$ cat src/rtl/cpu_clk_ctrl.sv
`default_nettype none
// ============================================================================
// Module      : cpu_clk_ctrl
// Description : Run / step / break controller for the single-cycle CPU clock.
//               Generates a registered, glitch-free divided clock Clk_CPU and
//               an aligned one-cycle enable cpu_en in the clk domain. Supports
//               continuous fast or slow run, a debounced single step and a
//               CPU-requested break, and counts issued CPU cycles.
//
// Ports       : clk       in   system clock, all flops on its rising edge
//               rst       in   asynchronous active-high reset
//               run       in   1 = continuous run, 0 = halt / step mode
//               slow      in   1 = slow period, 0 = fast period
//               step_btn  in   raw asynchronous step push-button
//               brk       in   break request from the CPU (level)
//               Clk_CPU   out  divided CPU clock (registered)
//               cpu_en    out  one-cycle pulse per CPU cycle (registered)
//               state     out  00 HALT, 01 RUN, 10 STEP, 11 BREAK
//               cyc_cnt   out  16-bit count of cpu_en pulses, wraps
//
// Revision    : 1.0  initial release
// ============================================================================
module cpu_clk_ctrl #(
    parameter int FAST_LOG2 = 3,
    parameter int SLOW_LOG2 = 26,
    parameter int DB_CYCLES = 1000000
) (
    input  logic        clk,
    input  logic        rst,
    input  logic        run,
    input  logic        slow,
    input  logic        step_btn,
    input  logic        brk,
    output logic        Clk_CPU,
    output logic        cpu_en,
    output logic [1:0]  state,
    output logic [15:0] cyc_cnt
);

    localparam int DB_W = $clog2(DB_CYCLES);

    localparam logic [DB_W-1:0]      C_DB_LAST   = DB_W'(DB_CYCLES - 1);
    localparam logic [SLOW_LOG2-1:0] C_FAST_LAST = SLOW_LOG2'((1 << FAST_LOG2) - 1);
    localparam logic [SLOW_LOG2-1:0] C_SLOW_LAST = '1;
    localparam logic [SLOW_LOG2-1:0] C_CNT_ONE   = SLOW_LOG2'(1);
    localparam logic [DB_W-1:0]      C_DB_ONE    = DB_W'(1);

    typedef enum logic [1:0] {
        S_HALT  = 2'b00,
        S_RUN   = 2'b01,
        S_STEP  = 2'b10,
        S_BREAK = 2'b11
    } state_t;

    state_t                 r_state;
    state_t                 w_state_nxt;
    logic [SLOW_LOG2-1:0]   r_cnt;
    logic                   r_slow_q;
    logic                   r_brk_l;
    logic                   r_clk_cpu;
    logic                   r_cpu_en;
    logic [15:0]            r_cyc_cnt;

    logic                   r_sync1;
    logic                   r_sync2;
    logic                   r_db_level;
    logic [DB_W-1:0]        r_db_cnt;
    logic                   r_step_evt;

    logic                   w_active;
    logic                   w_use_slow;
    logic                   w_cnt_last;
    logic                   w_first_half;

    // ------------------------------------------------------------------------
    // Period / phase decode. A step always runs at the fast rate, so the slow
    // selection only matters while in RUN.
    // ------------------------------------------------------------------------
    assign w_active     = (r_state == S_RUN) || (r_state == S_STEP);
    assign w_use_slow   = r_slow_q && (r_state == S_RUN);
    assign w_cnt_last   = w_use_slow ? (r_cnt == C_SLOW_LAST) : (r_cnt == C_FAST_LAST);
    // cnt never exceeds the active period, so the top bit of the active
    // width alone tells the first half from the second.
    assign w_first_half = w_use_slow ? ~r_cnt[SLOW_LOG2-1] : ~r_cnt[FAST_LOG2-1];

    // ------------------------------------------------------------------------
    // Step button: 2-FF synchronizer, stability debounce, rising-edge event.
    // ------------------------------------------------------------------------
    always_ff @(posedge clk or posedge rst) begin
        if (rst) begin
            r_sync1    <= 1'b0;
            r_sync2    <= 1'b0;
            r_db_level <= 1'b0;
            r_db_cnt   <= '0;
            r_step_evt <= 1'b0;
        end else begin
            r_sync1    <= step_btn;
            r_sync2    <= r_sync1;
            r_step_evt <= 1'b0;
            if (r_sync2 != r_db_level) begin
                if (r_db_cnt == C_DB_LAST) begin
                    r_db_level <= r_sync2;
                    r_db_cnt   <= '0;
                    r_step_evt <= r_sync2;
                end else begin
                    r_db_cnt <= r_db_cnt + C_DB_ONE;
                end
            end else begin
                r_db_cnt <= '0;
            end
        end
    end

    // ------------------------------------------------------------------------
    // Next-state logic. RUN only leaves at a period boundary so the CPU clock
    // never gets a truncated pulse.
    // ------------------------------------------------------------------------
    always_comb begin
        w_state_nxt = r_state;
        case (r_state)
            S_HALT: begin
                if (run && !brk) begin
                    w_state_nxt = S_RUN;
                end else if (!run && r_step_evt) begin
                    w_state_nxt = S_STEP;
                end
            end
            S_RUN: begin
                if (w_cnt_last) begin
                    if (r_brk_l) begin
                        w_state_nxt = S_BREAK;
                    end else if (!run) begin
                        w_state_nxt = S_HALT;
                    end
                end
            end
            S_STEP: begin
                if (w_cnt_last) begin
                    w_state_nxt = S_HALT;
                end
            end
            S_BREAK: begin
                if (!run) begin
                    w_state_nxt = S_HALT;
                end
            end
            default: w_state_nxt = S_HALT;
        endcase
    end

    always_ff @(posedge clk or posedge rst) begin
        if (rst) begin
            r_state <= S_HALT;
        end else begin
            r_state <= w_state_nxt;
        end
    end

    // ------------------------------------------------------------------------
    // Phase counter, rate latch and break latch.
    // ------------------------------------------------------------------------
    always_ff @(posedge clk or posedge rst) begin
        if (rst) begin
            r_cnt    <= '0;
            r_slow_q <= 1'b0;
            r_brk_l  <= 1'b0;
        end else begin
            if (w_active && !w_cnt_last) begin
                r_cnt <= r_cnt + C_CNT_ONE;
            end else begin
                r_cnt <= '0;
            end

            // Rate only changes between periods, never mid-period.
            if (!w_active || w_cnt_last) begin
                r_slow_q <= slow;
            end

            if ((r_state == S_BREAK) && (w_state_nxt == S_HALT)) begin
                r_brk_l <= 1'b0;
            end else if ((r_state == S_RUN) && brk) begin
                r_brk_l <= 1'b1;
            end
        end
    end

    // ------------------------------------------------------------------------
    // Registered outputs, one cycle behind (state, cnt).
    // ------------------------------------------------------------------------
    always_ff @(posedge clk or posedge rst) begin
        if (rst) begin
            r_clk_cpu <= 1'b0;
            r_cpu_en  <= 1'b0;
            r_cyc_cnt <= '0;
        end else begin
            r_clk_cpu <= w_active && w_first_half;
            r_cpu_en  <= w_active && (r_cnt == '0);
            r_cyc_cnt <= r_cyc_cnt + {15'd0, r_cpu_en};
        end
    end

    assign Clk_CPU = r_clk_cpu;
    assign cpu_en  = r_cpu_en;
    assign state   = r_state;
    assign cyc_cnt = r_cyc_cnt;

endmodule
`default_nettype wire

$ cat config.mk
export PLATFORM = sky130hd
export DESIGN_NAME = cpu_clk_ctrl
export DESIGN_NICKNAME = d
export VERILOG_FILES = /design/src/rtl/cpu_clk_ctrl.sv
export SDC_FILE = /design/constraint.sdc
export NUM_CORES = 1
export LEC_CHECK = 0
export BUFFER_PORTS_ARGS = -buffer_cell sky130_fd_sc_hd__clkbuf_2
export CAP_MARGIN = 25
export CORE_MARGIN = 10
export CORE_UTILIZATION = 45
export CTS_CLUSTER_SIZE = 30
export DETAILED_ROUTE_END_ITERATION = 12
export GPL_ROUTABILITY_DRIVEN = 1
export GPL_TIMING_DRIVEN = 0
export HOLD_SLACK_MARGIN = 0.1
export PLACE_DENSITY_LB_ADDON = 0.08
export SLEW_MARGIN = 20
export SYNTH_ARGS = -nofsm -noshare
export SYNTH_HDL_FRONTEND = slang
export SYNTH_SLANG_ARGS = --single-unit
export TNS_END_PERCENT = 50
$ cat constraint.sdc
create_clock -name clk -period 2.8 [get_ports clk]
set_input_delay 0.14 -clock clk [delete_from_list [all_inputs] [get_ports clk]]
set_output_delay 0.14 -clock clk [all_outputs]
set_load 0.01 [all_outputs]
==> reports/metrics.cfg <==
[synth]
async_flop_share_pct=100
netlist_instances=335
ys_warn_count=0
synth-seq-area-share_pct=52.0
synth-seq-cells=72
synthFlopType=dfrtp_1
synth-edff-count=0
synth.distinct_cells=39
syn_area_sq_um=3470
syn_nets=350
syn-mean-instance-area_sq_um=10.3

[layout]
final_nets=390
ff_latch_area_sq_um=1800
drive_gt1_share_pct=13.9
areaGrowthSynthToFinish_pct=14.9
diodes=0
final_common_cell=dfrtp_1
fillCellCount=688
layout_common_cells=dfrtp_1, nor2_1, xor2_1, nand2_1, xnor2_1
multi_input_area_sq_um=1610
stdcell_count=479

[run]
cap_violations=0

[clocking]
clkTransAtPathRegs_ns=0.07
clock_tree.root_cell=clkbuf_8
cts_tree=yes
h-tree-depth=3
ctsResizeCount=0
numClockSinks=72
clock_latency_ns=0.34
cts_buffers=9
cts.path.max_buffers=2

[grt]
overflow=0
grtUsageTotal_pct=12.4
antenna_found_initial=0
grt_pass1_wl_mm=11.7
grt_max_degree=46
grt_pass1_vias=2512

[routing]
drt_pre_antenna_iters=4
initialDrtViolationCount=115
antenna_left=0
routed_via_density=5.20
wire_per_inst_microns=13.8
wl_mm=6.60
post-route-drc-count=0
vias=2489

[power]
p_leak_nw=1.82
worst_ir_drop_vdd_uv=350
pwr_density_cell_nw_per_um2=627
p_total_mw=2.50

[sta]
max_slew_margin_pct=74.2
period_minus_slack_ns=2.34
maxSlewViolCount=0
final-hold-violation-count=0
clock.fmax_mhz=428
grt_setup_unrepaired=false
tightest_slew_ns=0.387
setup_viol=0
finalClockSkew_ns=0.00655
period_share_pct=83.4

[worst_setup_path]
regToRegStartpoint=state[1]
reg2reg_depth=8
timing.rr.end=r_brk_l
slowest_stage=dfrtp_1
rrSetupSlack_ns=0.46
crit_end=r_brk_l
crit_required_ns=3.08
startpoint_type=flip-flop
critPathMaxStageDelay_ns=0.41
cp.arrival_ns=2.62
path_cells=inv_1 -> ha_1 -> a21boi_0 -> nand4_1 -> o22ai_2 -> mux2_1 -> a32oi_1 -> o31a_1
endpoint_kind=flip-flop
cp-startpoint=state[1]
crit_fanout=7
path_class=reg -> reg

[floorplan]
fp.dieH_microns=108
row_count=31
die_w_microns=108
start_util_pct=47.0
core-area_sq_um=7370
pin_count=26
die_area_sq_um=11600

[hold_path]
min_path_type=in -> reg

[place]
hpwlAfterDp_mm=4.70
placedCellCount=460
numPortBuffers=25
place_congestion=0.829

[outcome]
status=finished, final reports clean

-- sequential cells by signal, summed over array words and instances (netlist names) --
signal and count:
r_slow_q 1, Clk_CPU 1, r_db_cnt 20, r_sync2 1, r_brk_l 1, r_cnt 26, r_sync1 1, cyc_cnt 16
r_step_evt 1, r_db_level 1, state 2, cpu_en 1
-- worst min path at each step --
stage | start | end | slack, ns | cells past startpoint
6_report | brk | r_brk_l | 0.14 | 3
4_1_cts | brk | r_brk_l | 0.12 | 3
3_5_place_dp | rst | cyc_cnt[5] | 0.15 | 2
3_3_place_gp | step_btn | r_sync1 | 0.25 | 1
2_1_floorplan | step_btn | r_sync1 | 0.17 | 0
5_1_grt | brk | r_brk_l | 0.15 | 3
-- cells in the mapped netlist (all sizes together) (2+ instances only) --
master	instances	share of area (%)
and2	6	1.2
nor2	54	5.8
buf	3	0.61
nand3	25	3.6
and3	13	2.3
nand2	29	3.4
o211ai	2	0.43
xor2	31	7.8
ha	9	3.2
o22ai	2	0.54
xnor2	26	6.6
inv	9	0.97
a21o	2	0.43
nor3	4	0.58
and4	10	2.5
dfrtp	72	52
mux2	3	1.1
nand4	12	2.2
nor4	7	1.3
nor3b	3	0.65
o21ai	2	0.29
-- cell type report --
class / instances / area share (%)
clock buffers: 10 / 3.46
flip-flops and latches: 72 / 45.2
plain buffers: 4 / 0.628
clock inverters: 6 / 1.73
well taps: 99 / 3.11
multi-input cells: 250 / 40.3
repair buffers: 29 / 4.59
inverters: 9 / 0.911
-- critical path: cells and delay by family, from the launching register on --
family                   cells  cell delay (ns)
AO/OA/AOI/OAI                4             0.95
adder cells (fa/ha/maj)      1             0.27
buffers and inverters        1             0.11
flip-flops                   1             0.41
multiplexers                 1             0.34
AND/OR/NAND/NOR              1             0.19
-- power by group --
group | leakage [nW] | switching [mW] | total, mW | internal [mW]
combinational | 0.747 | 0.268 | 0.438 | 0.170
clock | 0.102 | 0.396 | 0.834 | 0.438
sequential | 0.974 | 0.0936 | 1.22 | 1.13
total | 1.82 | 0.758 | 2.50 | 1.74
-- repair_timing --
action                    4_1_cts  5_1_grt
buffers inserted                0        0
hold buffers                    3        0
hold endpoints to repair       29        0
-- logic make-up after synthesis --
family	count (synthesis)	share of synthesized area [%]
xor+xnor	57	14.4
fa+ha+maj	9	3.25
mux	3	1.08
buf+inv	13	1.70
flops	72	52.0
simple gates	167	24.5
compound gates	14	3.07
-- metrics by stage --
step	util, %	setup slack, ns	area [sq um]	TNS [ns]	hold WS, ns
2_1_floorplan	-	0.751	3470	0	0.171
3_3_place_gp	50.4	-0.0997	3720	-6.91	0.250
3_5_place_dp	50.8	0.463	3750	0	0.148
4_1_cts	54.0	0.452	3980	0	0.123
5_1_grt	54.0	0.247	3980	0	0.155
6_report	54.0	0.465	3980	0	0.137
-- layer usage --
metal | wire length (microns) | GRT usage [%] | vias to the layer above
met5 | 0 | 0 | -
li1 | - | - | 1230
met4 | 82 | 4.87 | 0
met3 | 397 | 4.43 | 7
met1 | 3230 | 16.1 | 1204
met2 | 2890 | 18.2 | 48
Power figures use the tool's default switching activity.
